`src/rtl/control_sequencer.sv`:
```
// Moore control sequencer: fetch T0-T2, execute T3-T7, 4-8 cycles per instruction; strobes decode combinationally from state.
// No backpressure: stop is honoured only at an instruction boundary, and HALT is left only through clear.
module control_sequencer #(
    parameter int OPW  = 5,
    parameter int ALUW = 4
) (
    input  logic            clock,
    input  logic            clear,
    input  logic            stop,
    input  logic [31:0]     IR,
    input  logic            CON_FF,
    output logic            Gra,
    output logic            Grb,
    output logic            Grc,
    output logic            Rin,
    output logic            Rout,
    output logic            BAout,
    output logic            Cout,
    output logic            PCout,
    output logic            PCin,
    output logic            IncPC,
    output logic            MARin,
    output logic            MDRin,
    output logic            MDRout,
    output logic            Read,
    output logic            Write,
    output logic            IRin,
    output logic            Yin,
    output logic            Zin,
    output logic            Zlowout,
    output logic            CONin,
    output logic [ALUW-1:0] alu_op,
    output logic            run,
    output logic            illegal_op
);

    typedef enum logic [3:0] {
        S_RESET, S_T0, S_T1, S_T2, S_T3, S_T4, S_T5, S_T6, S_T7, S_HALT
    } state_t;

    typedef enum logic [3:0] {
        C_ALU, C_ALUI, C_LDI, C_LD, C_ST, C_BR, C_JR, C_NOP, C_HALT, C_ILL
    } cls_t;

    localparam logic [ALUW-1:0] ALU_ADD = ALUW'(0);
    localparam logic [ALUW-1:0] ALU_SUB = ALUW'(1);
    localparam logic [ALUW-1:0] ALU_AND = ALUW'(2);
    localparam logic [ALUW-1:0] ALU_OR  = ALUW'(3);

    localparam logic [OPW-1:0] OP_LD   = OPW'(5'b00000);
    localparam logic [OPW-1:0] OP_LDI  = OPW'(5'b00001);
    localparam logic [OPW-1:0] OP_ST   = OPW'(5'b00010);
    localparam logic [OPW-1:0] OP_ADD  = OPW'(5'b00011);
    localparam logic [OPW-1:0] OP_SUB  = OPW'(5'b00100);
    localparam logic [OPW-1:0] OP_AND  = OPW'(5'b00101);
    localparam logic [OPW-1:0] OP_OR   = OPW'(5'b00110);
    localparam logic [OPW-1:0] OP_ADDI = OPW'(5'b01100);
    localparam logic [OPW-1:0] OP_ANDI = OPW'(5'b01101);
    localparam logic [OPW-1:0] OP_ORI  = OPW'(5'b01110);
    localparam logic [OPW-1:0] OP_BR   = OPW'(5'b10011);
    localparam logic [OPW-1:0] OP_JR   = OPW'(5'b10100);
    localparam logic [OPW-1:0] OP_NOP  = OPW'(5'b11010);
    localparam logic [OPW-1:0] OP_HALT = OPW'(5'b11011);

    state_t          state_q, state_d, end_st;
    cls_t            cls_q, cls_d, dec_cls;
    logic [ALUW-1:0] alu_q, alu_d, dec_alu;
    logic [OPW-1:0]  opcode;
    logic            ir_unused;

    assign opcode    = IR[31 -: OPW];
    assign ir_unused = ^IR[31-OPW:0];

    always_comb begin
        dec_cls = C_ILL;
        dec_alu = ALU_ADD;
        case (opcode)
            OP_ADD:  dec_cls = C_ALU;
            OP_SUB:  begin dec_cls = C_ALU;  dec_alu = ALU_SUB; end
            OP_AND:  begin dec_cls = C_ALU;  dec_alu = ALU_AND; end
            OP_OR:   begin dec_cls = C_ALU;  dec_alu = ALU_OR;  end
            OP_ADDI: dec_cls = C_ALUI;
            OP_ANDI: begin dec_cls = C_ALUI; dec_alu = ALU_AND; end
            OP_ORI:  begin dec_cls = C_ALUI; dec_alu = ALU_OR;  end
            OP_LDI:  dec_cls = C_LDI;
            OP_LD:   dec_cls = C_LD;
            OP_ST:   dec_cls = C_ST;
            OP_BR:   dec_cls = C_BR;
            OP_JR:   dec_cls = C_JR;
            OP_NOP:  dec_cls = C_NOP;
            OP_HALT: dec_cls = C_HALT;
            default: dec_cls = C_ILL;
        endcase
    end

    // The opcode class is latched on leaving T3 so later states never look at IR.
    always_comb begin
        end_st  = stop ? S_HALT : S_T0;
        state_d = state_q;
        cls_d   = cls_q;
        alu_d   = alu_q;
        case (state_q)
            S_RESET: state_d = S_T0;
            S_T0:    state_d = S_T1;
            S_T1:    state_d = S_T2;
            S_T2:    state_d = S_T3;
            S_T3: begin
                cls_d = dec_cls;
                alu_d = dec_alu;
                case (dec_cls)
                    C_JR, C_NOP, C_ILL: state_d = end_st;
                    C_HALT:             state_d = S_HALT;
                    default:            state_d = S_T4;
                endcase
            end
            S_T4:    state_d = S_T5;
            S_T5:    state_d = (cls_q inside {C_LD, C_ST, C_BR}) ? S_T6 : end_st;
            S_T6:    state_d = (cls_q == C_BR) ? end_st : S_T7;
            S_T7:    state_d = end_st;
            S_HALT:  state_d = S_HALT;
            default: state_d = S_RESET;
        endcase
    end

    always_ff @(posedge clock or posedge clear) begin
        if (clear) begin
            state_q <= S_RESET;
            cls_q   <= C_NOP;
            alu_q   <= ALU_ADD;
        end else begin
            state_q <= state_d;
            cls_q   <= cls_d;
            alu_q   <= alu_d;
        end
    end

    always_comb begin
        Gra = 1'b0; Grb = 1'b0; Grc = 1'b0; Rin = 1'b0; Rout = 1'b0; BAout = 1'b0;
        Cout = 1'b0; PCout = 1'b0; PCin = 1'b0; IncPC = 1'b0;
        MARin = 1'b0; MDRin = 1'b0; MDRout = 1'b0; Read = 1'b0; Write = 1'b0;
        IRin = 1'b0; Yin = 1'b0; Zin = 1'b0; Zlowout = 1'b0; CONin = 1'b0;
        alu_op     = ALU_ADD;
        illegal_op = 1'b0;
        run        = (state_q != S_HALT);
        case (state_q)
            S_T0: begin PCout = 1'b1; MARin = 1'b1; IncPC = 1'b1; Zin = 1'b1; end
            S_T1: begin Zlowout = 1'b1; PCin = 1'b1; Read = 1'b1; MDRin = 1'b1; end
            S_T2: begin MDRout = 1'b1; IRin = 1'b1; end
            S_T3: begin
                case (dec_cls)
                    C_ALU, C_ALUI:      begin Grb = 1'b1; Rout = 1'b1; Yin = 1'b1; end
                    C_LDI, C_LD, C_ST:  begin Grb = 1'b1; BAout = 1'b1; Yin = 1'b1; end
                    C_BR:               begin Gra = 1'b1; Rout = 1'b1; CONin = 1'b1; end
                    C_JR:               begin Gra = 1'b1; Rout = 1'b1; PCin = 1'b1; end
                    C_ILL:              illegal_op = 1'b1;
                    default: ;
                endcase
            end
            S_T4: begin
                case (cls_q)
                    C_ALU: begin Grc = 1'b1; Rout = 1'b1; Zin = 1'b1; alu_op = alu_q; end
                    C_ALUI, C_LDI, C_LD, C_ST: begin Cout = 1'b1; Zin = 1'b1; alu_op = alu_q; end
                    C_BR:  begin PCout = 1'b1; Yin = 1'b1; end
                    default: ;
                endcase
            end
            S_T5: begin
                case (cls_q)
                    C_ALU, C_ALUI, C_LDI: begin Zlowout = 1'b1; Gra = 1'b1; Rin = 1'b1; end
                    C_LD, C_ST:           begin Zlowout = 1'b1; MARin = 1'b1; end
                    C_BR:                 begin Cout = 1'b1; Zin = 1'b1; alu_op = ALU_ADD; end
                    default: ;
                endcase
            end
            S_T6: begin
                case (cls_q)
                    C_LD: begin Read = 1'b1; MDRin = 1'b1; end
                    C_ST: begin Gra = 1'b1; Rout = 1'b1; MDRin = 1'b1; end
                    C_BR: begin Zlowout = 1'b1; PCin = CON_FF; end
                    default: ;
                endcase
            end
            S_T7: begin
                case (cls_q)
                    C_LD: begin MDRout = 1'b1; Gra = 1'b1; Rin = 1'b1; end
                    C_ST: Write = 1'b1;
                    default: ;
                endcase
            end
            default: ;
        endcase
    end

endmodule

```
`config.mk`:
```
export PLATFORM = sky130hd
export DESIGN_NAME = control_sequencer
export DESIGN_NICKNAME = d
export VERILOG_FILES = /design/src/rtl/control_sequencer.sv
export SDC_FILE = /design/constraint.sdc
export NUM_CORES = 1
export LEC_CHECK = 0
export ABC_AREA = 1
export BUFFER_PORTS_ARGS = -buffer_cell sky130_fd_sc_hd__buf_2
export CAP_MARGIN = 20
export CORE_MARGIN = 3
export CORE_UTILIZATION = 45
export DETAILED_ROUTE_END_ITERATION = 8
export GPL_TIMING_DRIVEN = 1
export PLACE_DENSITY = 0.9
export SLEW_MARGIN = 5
export SYNTH_ARGS = -nofsm -noshare
export SYNTH_HDL_FRONTEND = slang
export SYNTH_SLANG_ARGS = --single-unit
```
`constraint.sdc`:
```
create_clock -name clock -period 3.1 [get_ports clock]
set_input_delay 0.62 -clock clock [delete_from_list [all_inputs] [get_ports clock]]
set_output_delay 0.62 -clock clock [all_outputs]
set_load 0.03 [all_outputs]
```
After elaboration in Yosys (flattened, before gate mapping)
Index checks and enable logic that the tools add are counted.

Output and inout bits: 26. Word-level logic and storage cells: 104. Register bits after elaboration: 12.

Reductions and logical operators: 18. Eq/ne operators: 37. Multiplexer cells: 46.

Operators by type and width (number): $eq A4 B3 Y1 const B (10); $pmux W4 S10 (1); $pmux W4 S9 (1); $eq A4 B2 Y1 const B (6); $mux W1 (24); $eq A5 B5 Y1 const B (4); $mux W4 (5); $eq A4 B4 Y1 const B (4); $pmux W1 S2 (8); $eq A5 B3 Y1 const B (3); $eq A5 B4 Y1 const B (3); $eq A4 B1 Y1 const B (3); $logic_not A4 Y1 (3); $pmux W1 S3 (4); $reduce_or A3 Y1 (4); $reduce_or A4 Y1 (3); $eq A5 B2 Y1 const B (2); $reduce_or A5 Y1 (2); $pmux W4 S2 (1); $reduce_or A2 Y1 (4); $pmux W2 S3 (1); $eq A5 B1 Y1 const B (1); $logic_not A5 Y1 (1); $ne A4 B4 Y1 const B (1); other kinds (2) (2).

Longest topological paths before layout
Depth in word-level cells: 7. Mapped depth: 12. Gate-level depth less buffers: 12.

Least setup slack after synthesis
Ideal clock, no wire load.

Path type: flip-flop to output port. Start point: register state_q[0]. End point: output port Rout. Data required time: 2.480 ns. Arrival time: 1.848 ns. Setup slack: 0.632 ns. Stages on the path, launching flop included: 9. Cells stage by stage: dfrtp_1 inv_1 nor2_1 inv_1 nor2_1 inv_1 nor3_1 nor2_1 nand2_1.

Longest elaborated chain between the ends: 2. Elaborated cells on any way between the ends: 4. Classes of those cells: eq/ne (3); mux (1).

Ends and longest elaborated chain: start: declaration (RTL line 65) `state_t state_q, state_d, end_st;`; start signal: assignment (RTL line 131) `state_q <= state_d;`; $eq A4 B3 Y1 (RTL line 145) `case (state_q)`; $pmux W1 S3 * (RTL line 145); end: declaration (RTL line 16) `output logic Rout,`.

Every way passes the cells marked *; elsewhere a longest branch is shown, timed or not.

Worst setup path in the final report
Start point: input port IR[29]. End point: output port PCin.

Longest elaborated chain between the ends: 6. Elaborated cells on any way between the ends: 20. Classes of those cells: eq/ne (14); mux (3); reduce/logical (3).

Ends and longest elaborated chain: start: declaration (RTL line 10) `input logic [31:0] IR,`; $eq A5 B3 Y1, or another cell as far along (RTL line 77) `case (opcode)`; $reduce_or A4 Y1 (no line) / $reduce_or A3 Y1 (equally long branches); $pmux W4 S9 * (RTL line 77); $eq A4 B3 Y1 * (RTL line 150) `case (dec_cls)`; $mux W1 * (RTL line 150); $pmux W1 S3 * (RTL line 145); end: declaration (RTL line 20) `output logic PCin,`.

Marked as above.

==> summary.md <==
| Metric | Value |
|---|---|
| # DRC | `0` |
| First-pass GRT wire length | `4333 µm` |
| WS Path Type | `in2out` |
| Layout Nets | `247` |
| Avg Vias per Cell | `5.076` |
| Synth Instances | `175` |
| Critical path fanouts, max | `6` |
| WL/cell | `10.41 µm` |
| First DRT Iteration DRCs | `48` |
| Int Pwr | `0.0004291 W` |
| Hpwl dp | `2033 µm` |
| RSZ-0062 raised after global routing | `false` |
| Status | `complete, no violations` |
| Synth Register Bits | `10` |
| 1st-pass router iterations | `4` |
| Area of the die | `2783 µm²` |
| GPL Wtd Cong | `0.9372` |
| Type of origin of the critical path | `input port` |
| Grt total ovfl | `0` |
| Die extent in x | `52.75 µm` |
| Synth area leader | `nand2_1` |
| Period Utilization, post-route | `0.8228` |
| Net Sw Power | `0.0005165 W` |
| Worst hold path class | `in2async` |
| Max cap viols | `0` |
| Tot GR Track Use | `0.2043` |
| Core area | `2022 µm²` |
| Antenna Violating Nets Remaining | `0` |
| Layout cells sized above 1 | `0.2333` |
| M3 GR Usage | `0.05128` |
| Rows | `16` |
| Clk_lat worst skew | `0.26 ns` |
| Via count | `1203` |
| Port Buf Inserts | `32` |
| Clk buf depth | `2` |
| Switching Fraction | `0.5462` |
| Syn Area/Cell | `5.620 µm²` |
| Data arrival time of the worst path | `1.93 ns` |
| Clk root buf | `clkbuf_4` |
| Final Setup Violations | `0` |
| Fill cell count | `212` |
| Cts repair resizes | `0` |
| Sequential area share after synthesis | `0.2583` |
| Synth warnings | `0` |
| CTS tree | `yes` |
| Placed inst area | `1166 µm²` |
| PD cells | `786.5 nW/µm²` |
| Largest net degree at the start of global routing | `11` |
| Yosys top cell area share | `0.1794` |
| Share of power burned in registers | `0.256` |
| Number of CTS-inserted buffers | `3` |
| M1 GR Usage | `0.2513` |
| Netlist cell types | `21` |
| Met2 GRT Util | `0.3616` |
| Vias in the first global route | `1069` |
| Max Slew Vio Count | `0` |
| DRT Wirelength | `2467 µm` |
| Worst-path clk slew | `0.06 ns` |
| Cell Area, Synth | `983.4 µm²` |
| # H-tree levels | `1` |
| Clock share of power | `0.118` |
| Multi-input gate area | `594.3 µm²` |
| Leak | `0.7290 nW` |
| Final hold violation count | `0` |
| # clock sinks | `10` |
| Die Ht | `52.75 µm` |
| Register area | `254.0 µm²` |
| Postcts setup bufs | `0` |
| WP data required | `2.48 ns` |
| Area contributors post-synth | `nand2_1 18%, dfrtp_1 18%, inv_1 11%` |
| Dpl ws | `0.5471 ns` |
| Fin crit period | `2.551 ns` |
| IO Count | `62` |
| Total negative slack | `0 ns` |
| Fmax | `392.1 MHz` |
| CTS hold repair buffers | `0` |
| Layer with the highest usage | `met2` |
| Slack of the worst reg-to-reg path | `1.60 ns` |
| Maximum vdd ir drop | `0.3990 mV` |
| Initial core utilization | `0.4864` |
| Antenna diodes | `0` |
| Worst setup margin | `0.5494 ns` |
| Fin Clk Skew | `0.002618 ns` |
| Final Cell Area | `1202 µm²` |
| Initial antenna violation count | `0` |
| Area growth, synth to finish | `22.26%` |
| Combinational share of power | `0.625` |
| CP endpoint kind | `primary output` |
## power groups by stage
stage / combinational, W / clock, W / sequential, W
after floorplan: 0.000451 / 0 / 0.000232
after global placement: 0.000581 / 0 / 0.000242
after detailed placement: 0.000588 / 0 / 0.000243
after CTS: 0.000590 / 0.000116 / 0.000242
after global routing: 0.000663 / 0.000125 / 0.000250
final: 0.000591 / 0.000112 / 0.000243
## metal layers
metal	wire [µm]	vias to the layer above
met4	4	0
met2	1218	39
li1	-	625
met1	1083	537
met3	160	2
met5	0	-
## worst max-delay path: stages
cell and delay (ns):
buf_2 0.14, nor2_2 0.23, nand3_2 0.14, nand3_1 0.11, nor2_1 0.05, nand2_2 0.08, nand2_1 0.09, nor2_2 0.10
nand2_1 0.09, nand3_1 0.07, buf_2 0.20
## through the flow
stage	total power, W	hold slack, ns	std cells	utilization
finish	0.0009457	0.3138	237	0.5947
global route	0.001038	0.3342	237	0.5947
CTS	0.0009473	0.3174	237	0.5947
detailed placement	0.0008305	0.4886	233	0.5767
global placement	0.0008231	0.4874	233	0.5767
floorplan	0.0006827	0.4580	176	-
## final timing paths
check	to	from	cells after the start
max reg2reg	state_q[2]	cls_q[1]	7
max	PCin	IR[29]	11
min	alu_q[0]	clear	2
min reg2reg	cls_q[0]	cls_q[0]	2
min in group clock	cls_q[0]	cls_q[0]	2
max in group asynchronous	cls_q[1]	clear	2
## sequential cells by signal (all words and copies together), names as in the netlist
signal and flops:
state_q 4, alu_q 2, cls_q 4
## placed cells by master, fill, tap and decap left out
master     count
clkbuf_8       1
clkinv_1       1
inv_2          2
nor2_2         4
nand2_2        2
nand4_1        4
o21bai_1       1
o21ai_0       10
nand3_1       15
o211ai_1       1
buf_2         32
o2111ai_1      1
nand2_1       47
clkbuf_4       3
a21oi_1        7
nand3_2        2
nor2_1        27
conb_1         2
dfstp_2        3
inv_1         30
a31oi_1        2
dfrtp_1        7
nor3_1         6
## synthesized netlist by cell type
master and n:
nand2_1 47, inv_1 30, nor2_1 27, nand3_1 15, o21ai_0 10, a21oi_1 7, dfrtp_1 7, nor3_1 6
nand4_1 4, nor2_2 4, dfstp_2 3, a31oi_1 2, buf_4 2, inv_2 2, nand2_2 2, nand3_2 2
clkinv_1 1, conb_1 1, o2111ai_1 1, o211ai_1 1, o21bai_1 1
## kinds of logic after synthesis
kind of cell / after synthesis / share of synthesized area
AOI/OAI and AO/OA: 22 / 0.1234
and+or+nand+nor: 107 / 0.4733
other: 1 / 0.003813
buffers and inverters: 35 / 0.1412
DFF: 10 / 0.2583
## cell type report
cell class	instances	share of cell area
Clock buffer	4	0.03018
Inverter	33	0.1030
Multi-Input combinational cell	131	0.4943
Sequential cell	10	0.2112
Tap cell	27	0.02810
Timing Repair Buffer	32	0.1332
(Power assumes the default switching activity.)
